File: config.mk
export PLATFORM = sky130hd
export DESIGN_NAME = alu_pipe_flat
export DESIGN_NICKNAME = d
export VERILOG_FILES = /design/src/rtl/alu_pipe_if.sv /design/src/rtl/alu_pipe.sv /design/src/flat_wrapper.sv
export SDC_FILE = /design/constraint.sdc
export NUM_CORES = 1
export LEC_CHECK = 0
export BUFFER_PORTS_ARGS = -buffer_cell sky130_fd_sc_hd__buf_2
export CAP_MARGIN = 25
export CORE_ASPECT_RATIO = 0.5
export CORE_MARGIN = 8
export CORE_UTILIZATION = 40
export DETAILED_ROUTE_END_ITERATION = 10
export GPL_TIMING_DRIVEN = 0
export SETUP_SLACK_MARGIN = 0.3
export SLEW_MARGIN = 20
export SYNTH_ARGS = -nofsm -noshare
export SYNTH_HDL_FRONTEND = slang
export SYNTH_SLANG_ARGS = --single-unit
File: constraint.sdc
create_clock -name clk -period 4.8 [get_ports clk]
set_clock_uncertainty 0.1 [all_clocks]
set_input_delay 0.48 -clock clk [delete_from_list [all_inputs] [get_ports clk]]
set_output_delay 0.48 -clock clk [all_outputs]
set_load 0.1 [all_outputs]
File: src/rtl/alu_pipe_if.sv
// Request/response bundle for alu_pipe: operation request in, registered result out.
interface alu_pipe_if #(
    parameter int WIDTH = 16
);
    logic             in_valid;
    logic             in_ready;
    logic [3:0]       opCode;
    logic [WIDTH-1:0] in1;
    logic [WIDTH-1:0] in2;
    logic             out_valid;
    logic             out_ready;
    logic [WIDTH-1:0] out;
    logic [3:0]       flags;
    logic             busy;

    modport master (
        output in_valid, opCode, in1, in2, out_ready,
        input  in_ready, out_valid, out, flags, busy
    );

    modport slave (
        input  in_valid, opCode, in1, in2, out_ready,
        output in_ready, out_valid, out, flags, busy
    );
endinterface

File: src/rtl/alu_pipe.sv
// Single-issue ALU with a one-cycle result register and a WIDTH-cycle shift-add multiplier.
// state | meaning
// IDLE  | accepting requests; single-cycle ops complete on the accept edge
// MUL   | shift-add multiply in progress, one multiplier bit per cycle
module alu_pipe #(
    parameter int WIDTH = 16,
    parameter int SHW   = $clog2(WIDTH)
) (
    input  logic      clk,
    input  logic      rst,
    alu_pipe_if.slave bus
);
    localparam logic [0:0]     IDLE     = 1'b0;
    localparam logic [0:0]     MUL      = 1'b1;
    localparam logic [3:0]     OP_MUL   = 4'd11;
    localparam logic [3:0]     OP_CMP   = 4'd12;
    localparam logic [SHW-1:0] CNT_LAST = SHW'(WIDTH - 1);
    localparam int             M        = WIDTH - 1;

    logic [0:0]         state;
    logic [WIDTH-1:0]   out_r;
    logic [3:0]         flags_r;
    logic               out_valid_r;
    logic [2*WIDTH-1:0] mcand;
    logic [2*WIDTH-1:0] acc;
    logic [WIDTH-1:0]   mplier;
    logic [SHW-1:0]     cnt;

    logic [WIDTH-1:0]   a;
    logic [WIDTH-1:0]   b;
    logic [SHW-1:0]     shamt;
    logic [WIDTH:0]     sum;
    logic [WIDTH:0]     diff;
    logic [WIDTH:0]     shl_full;
    logic [WIDTH:0]     shr_full;
    logic [WIDTH:0]     sra_full;
    logic [WIDTH-1:0]   alu_res;
    logic [3:0]         alu_flags;
    logic               c_bit;
    logic               v_bit;
    logic [2*WIDTH-1:0] acc_nxt;
    logic               accept;

    assign a     = bus.in1;
    assign b     = bus.in2;
    assign shamt = bus.in2[SHW-1:0];

    assign bus.in_ready  = !rst && (state == IDLE) && (!out_valid_r || bus.out_ready);
    assign bus.out_valid = out_valid_r;
    assign bus.out       = out_r;
    assign bus.flags     = flags_r;
    assign bus.busy      = (state == MUL);

    assign accept = bus.in_valid && bus.in_ready;

    // Shifts carry one guard bit so the last bit shifted out lands in a fixed position.
    assign sum      = {1'b0, a} + {1'b0, b};
    assign diff     = {1'b0, a} - {1'b0, b};
    assign shl_full = {1'b0, a} << shamt;
    assign shr_full = {a, 1'b0} >> shamt;
    assign sra_full = $unsigned($signed({a, 1'b0}) >>> shamt);

    always_comb begin
        alu_res = '0;
        c_bit   = 1'b0;
        v_bit   = 1'b0;
        case (bus.opCode)
            4'd1: begin
                alu_res = sum[WIDTH-1:0];
                c_bit   = sum[WIDTH];
                v_bit   = (a[M] == b[M]) && (sum[M] != a[M]);
            end
            4'd2, OP_CMP: begin
                alu_res = diff[WIDTH-1:0];
                c_bit   = diff[WIDTH];
                v_bit   = (a[M] != b[M]) && (diff[M] != a[M]);
            end
            4'd3: alu_res = ~a;
            4'd4: alu_res = a & b;
            4'd5: alu_res = a | b;
            4'd6: alu_res = a ^ b;
            4'd7: alu_res = a ~^ b;
            4'd8: begin
                alu_res = shl_full[WIDTH-1:0];
                c_bit   = shl_full[WIDTH];
            end
            4'd9: begin
                alu_res = shr_full[WIDTH:1];
                c_bit   = shr_full[0];
            end
            4'd10: begin
                alu_res = sra_full[WIDTH:1];
                c_bit   = sra_full[0];
            end
            default: ;
        endcase
        alu_flags = {c_bit, v_bit, alu_res[M], alu_res == '0};
        if (bus.opCode == OP_CMP) begin
            alu_flags = {c_bit, v_bit, diff[M], a == b};
            alu_res   = '0;
        end
        if (bus.opCode > OP_CMP) begin
            alu_flags = '0;
        end
    end

    assign acc_nxt = acc + (mplier[0] ? mcand : '0);

    always_ff @(posedge clk) begin
        if (rst) begin
            state       <= IDLE;
            out_r       <= '0;
            flags_r     <= '0;
            out_valid_r <= 1'b0;
            mcand       <= '0;
            acc         <= '0;
            mplier      <= '0;
            cnt         <= '0;
        end else if (state == MUL) begin
            acc    <= acc_nxt;
            mcand  <= mcand << 1;
            mplier <= mplier >> 1;
            if (cnt == '0) begin
                state       <= IDLE;
                out_r       <= acc_nxt[WIDTH-1:0];
                flags_r     <= {|acc_nxt[2*WIDTH-1:WIDTH], 1'b0, acc_nxt[M],
                                acc_nxt[WIDTH-1:0] == '0};
                out_valid_r <= 1'b1;
            end else begin
                cnt <= cnt - SHW'(1);
            end
        end else if (accept) begin
            if (bus.opCode == OP_MUL) begin
                // Any held result was taken on this edge; nothing is valid until the product lands.
                state       <= MUL;
                mcand       <= {{WIDTH{1'b0}}, a};
                mplier      <= b;
                acc         <= '0;
                cnt         <= CNT_LAST;
                out_valid_r <= 1'b0;
            end else begin
                out_r       <= alu_res;
                flags_r     <= alu_flags;
                out_valid_r <= 1'b1;
            end
        end else if (bus.out_ready) begin
            out_valid_r <= 1'b0;
        end
    end
endmodule

File: src/flat_wrapper.sv
// flat-port wrapper written by rule: the top's interface ports become plain ports
module alu_pipe_flat 
#(
    parameter int WIDTH = 16,
    parameter int SHW   = $clog2(WIDTH)
)
  (clk, rst, bus_in_valid, bus_opCode, bus_in1, bus_in2, bus_out_ready, bus_in_ready, bus_out_valid, bus_out, bus_flags, bus_busy);
  alu_pipe_if #(.WIDTH(WIDTH)) bus_i ();
  input  logic clk;
  input  logic rst;
  input wire logic [$bits(bus_i.in_valid)-1:0] bus_in_valid;
  input wire logic [$bits(bus_i.opCode)-1:0] bus_opCode;
  input wire logic [$bits(bus_i.in1)-1:0] bus_in1;
  input wire logic [$bits(bus_i.in2)-1:0] bus_in2;
  input wire logic [$bits(bus_i.out_ready)-1:0] bus_out_ready;
  output wire logic [$bits(bus_i.in_ready)-1:0] bus_in_ready;
  output wire logic [$bits(bus_i.out_valid)-1:0] bus_out_valid;
  output wire logic [$bits(bus_i.out)-1:0] bus_out;
  output wire logic [$bits(bus_i.flags)-1:0] bus_flags;
  output wire logic [$bits(bus_i.busy)-1:0] bus_busy;
  assign bus_i.in_valid = bus_in_valid;
  assign bus_i.opCode = bus_opCode;
  assign bus_i.in1 = bus_in1;
  assign bus_i.in2 = bus_in2;
  assign bus_i.out_ready = bus_out_ready;
  assign bus_in_ready = bus_i.in_ready;
  assign bus_out_valid = bus_i.out_valid;
  assign bus_out = bus_i.out;
  assign bus_flags = bus_i.flags;
  assign bus_busy = bus_i.busy;
  alu_pipe #(.WIDTH(WIDTH), .SHW(SHW)) u_core (.clk(clk), .rst(rst), .bus(bus_i));
endmodule
==> impl_metrics.tcl <==
set metrics [dict create \
    grt_pass1_vias 11900 \
    drtAntennaViolNets 0 \
    clk_pin_slew_ns 0.08 \
    fmaxAchievable_ghz 0.228 \
    maxSlewViolCount 0 \
    synth_sequential_area_ratio_pct 19.2 \
    peakVddDrop_mv 0.162 \
    h-tree-depth 3 \
    die_y_um 134 \
    routed-via-count 12700 \
    p_seq_share_pct 36.7 \
    synth.distinct_cells 84 \
    worst_hold_path.num_cells 2 \
    dieWidth_um 251 \
    fillers 2864 \
    multi_input_area_um2 8300 \
    max_cap_violations 0 \
    antenna_found_initial 1 \
    io_buffers 61 \
    hpwlAfterDp_um 38100 \
    setup_ws_ns 0.407 \
    synth.avg_cell_area_um2 7.43 \
    slew_headroom_pct 39.8 \
    die-area_um2 33600 \
    timing.rr.start "u_core.mplier[0]" \
    synth-main-ff-cell "dfxtp_1" \
    fin_crit_ns 4.39 \
    place_ws_ns -0.734 \
    post_cts_buffers 0 \
    cts_made_buffers 9 \
    io_pins 63 \
    grt_max_degree 21 \
    rsz0062_at_grt "no" \
    endpoint_kind "flip-flop" \
    setup.worst_path.start "bus_in1[6]" \
    comb_power_share_pct 33.4 \
    drc 0 \
    synth_edf_count 0 \
    yosysTopAreaCell "dfxtp_1" \
    yosysWarnings 0 \
    cts-hold-fix-buffers 0 \
    regArea_um2 2120 \
    dr.pass1.iters 6 \
    start_kind "input port" \
    synth_top_area_share_pct 19.2 \
    grt_pass1_wl_um 72100 \
    clkPwrFrac_pct 29.9 \
    top_layer "met5" \
    wl_met3_um 4610 \
    worstMarginPinSlew_ns 0.890 \
    r2r_slack_ns 0.49 \
    synth_nets 1615 \
    power.switching_uw 951 \
    m1WireLength_um 20300 \
    cts-root-buf "clkbuf_16" \
    drt_iter0_drc 1447 \
    async_flop_share_pct 0 \
    ys_ff_latch 106 \
    gr-usage-all-layers_pct 27.4 \
    powerDensity_nw_per_um2 201 \
    clk_path_buf_depth 2 \
    cts_tree "done" \
    netlist_area_um2 11100 \
    critPathCapture "u_core.bus.flags[0]" \
    antenna_cells 0 \
    final.period_utilization_pct 91.5 \
    ctsResizeCount 7 \
    synth_area_leaders "dfxtp_1 19%, ha_1 9.4%, a21oi_1 6.8%, mux4_2 4.7%, nor2_1 4.6%" \
    std_cell_rows 43 \
    numClockSinks 106 \
    insertion_delay_ns 0.36 \
    crit_type "input port to flip-flop" \
    drive_gt1_share_pct 10.7 \
    tns_ns 0 \
    p_leak_uw 0.00498 \
    gp_congestion 1.02 \
    crit_fanout 10 \
    status "complete, no violations" \
    finalHoldViolations 0 \
    initial_core_util_pct 40.3 \
    synth_cells 1489 \
    yosysMostFrequentCell "a21oi_1" \
    grt-ovfl-total 0 \
    required_ns 4.98 \
    p_sw_share_pct 38.7 \
    setup_violations 0 \
    area_growth_syn_to_layout_pct 10.3 \
    hold_path.class "flip-flop to flip-flop" \
    met2RoutedLength_um 21500 \
    cp.arrival_ns 4.57 \
    core_um2 27400 \
    wire_per_inst_um 25.0 \
    wirelength_um 48200 \
    routed_via_density 6.57 \
    reg2reg_to "u_core.bus.flags[3]" \
    final_net_count 1689 \
    reg2reg_depth 13 \
    synth_commonest_cells "150 x a21oi_1, 135 x nor2_1, 134 x nand2_1, 106 x dfxtp_1, 94 x clkbuf_1" \
    power.internal_uw 1510 \
]
-- how the worst min path moves through the flow --
stage                            startpoint           endpoint  slack [ns]
after floorplan           u_core.mplier[10]  u_core.mplier[10]        0.34
after global placement    u_core.mplier[13]  u_core.mplier[13]        0.34
after detailed placement   u_core.mplier[1]   u_core.mplier[1]        0.35
after CTS                  u_core.mplier[1]   u_core.mplier[1]        0.36
after global routing       u_core.mplier[2]   u_core.mplier[2]        0.38
final                      u_core.mplier[2]   u_core.mplier[2]        0.36
-- through the flow --
| step | cells | hold WS [ns] | util (%) | total power (uW) | instance area (um2) |
|---|---|---|---|---|---|
| finish | 1928 | 0.363 | 44.5 | 2460 | 12200 |
| global route | 1928 | 0.384 | 44.5 | 2540 | 12200 |
| CTS | 1928 | 0.363 | 44.3 | 2440 | 12200 |
| detailed placement | 1912 | 0.352 | 43.2 | 1700 | 11800 |
| global placement | 1910 | 0.344 | 43.1 | 1700 | 11800 |
| floorplan | 1489 | 0.337 | - | 1440 | 11100 |
-- registers in the layout, summed over array words and instances, names as in the netlist --
register              flops
u_core.mplier            16
u_core.bus.busy           1
u_core.cnt                4
u_core.mcand             32
u_core.bus.flags          4
u_core.bus.out           16
u_core.bus.out_valid      1
u_core.acc               32
-- cell type report --
| type | instances | area share [%] |
|---|---|---|
| Multi-Input combinational cell | 1198 | 68.0 |
| Sequential cell | 106 | 17.4 |
| Buffer | 117 | 3.89 |
| Tap cell | 360 | 3.69 |
| Timing Repair Buffer | 63 | 2.59 |
| Inverter | 68 | 2.09 |
| Clock buffer | 9 | 1.84 |
| Clock inverter | 7 | 0.553 |
-- routing by layer --
metal,global-route usage (%),vias to the layer above
met5,0,-
met4,10.6,2
met3,6.69,129
met2,44.1,724
met1,35.1,6093
li1,-,5710
-- kinds of logic after synthesis --
| group | after synthesis | synth area share, % |
|---|---|---|
| buffers and inverters | 185 | 6.51 |
| multiplexers | 59 | 8.04 |
| flip-flops | 106 | 19.2 |
| XOR/XNOR | 26 | 2.06 |
| adder cells (fa/ha/maj) | 86 | 9.93 |
| AO/OA/AOI/OAI | 495 | 30.2 |
| AND/OR/NAND/NOR | 532 | 24.1 |
-- power groups by stage --
| stage | combinational (uW) | clock, uW | sequential (uW) |
|---|---|---|---|
| final | 820 | 734 | 901 |
| after global routing | 858 | 780 | 903 |
| after CTS | 789 | 746 | 901 |
| after detailed placement | 781 | 0 | 922 |
| after global placement | 778 | 0 | 922 |
| after floorplan | 440 | 0 | 999 |
-- worst max-delay path, cell delays in order --
cell,delay [ns]
buf_2,0.18
clkbuf_1,0.57
inv_1,0.13
ha_1,0.32
clkbuf_1,0.35
a2111oi_0,0.19
o31a_1,0.19
or2_2,0.30
a221o_1,0.35
a2111oi_4,0.56
and4_1,0.33
nor4bb_1,0.32
nand4_1,0.14
a21oi_1,0.16
-- placed cells by master (no fill, tap or decap), types with 31 or more instances in the layout --
cell,netlist,routed
dfxtp_1,106,106
a22oi_1,41,41
buf_2,18,79
nand2_1,134,134
inv_1,67,67
a21oi_1,150,150
and2_1,40,40
and3_1,37,37
clkbuf_1,94,89
nand3_1,31,31
o21ai_0,59,59
nor2_1,135,135
ha_1,83,81
Note: power is estimated with default switching activity, not from simulation.
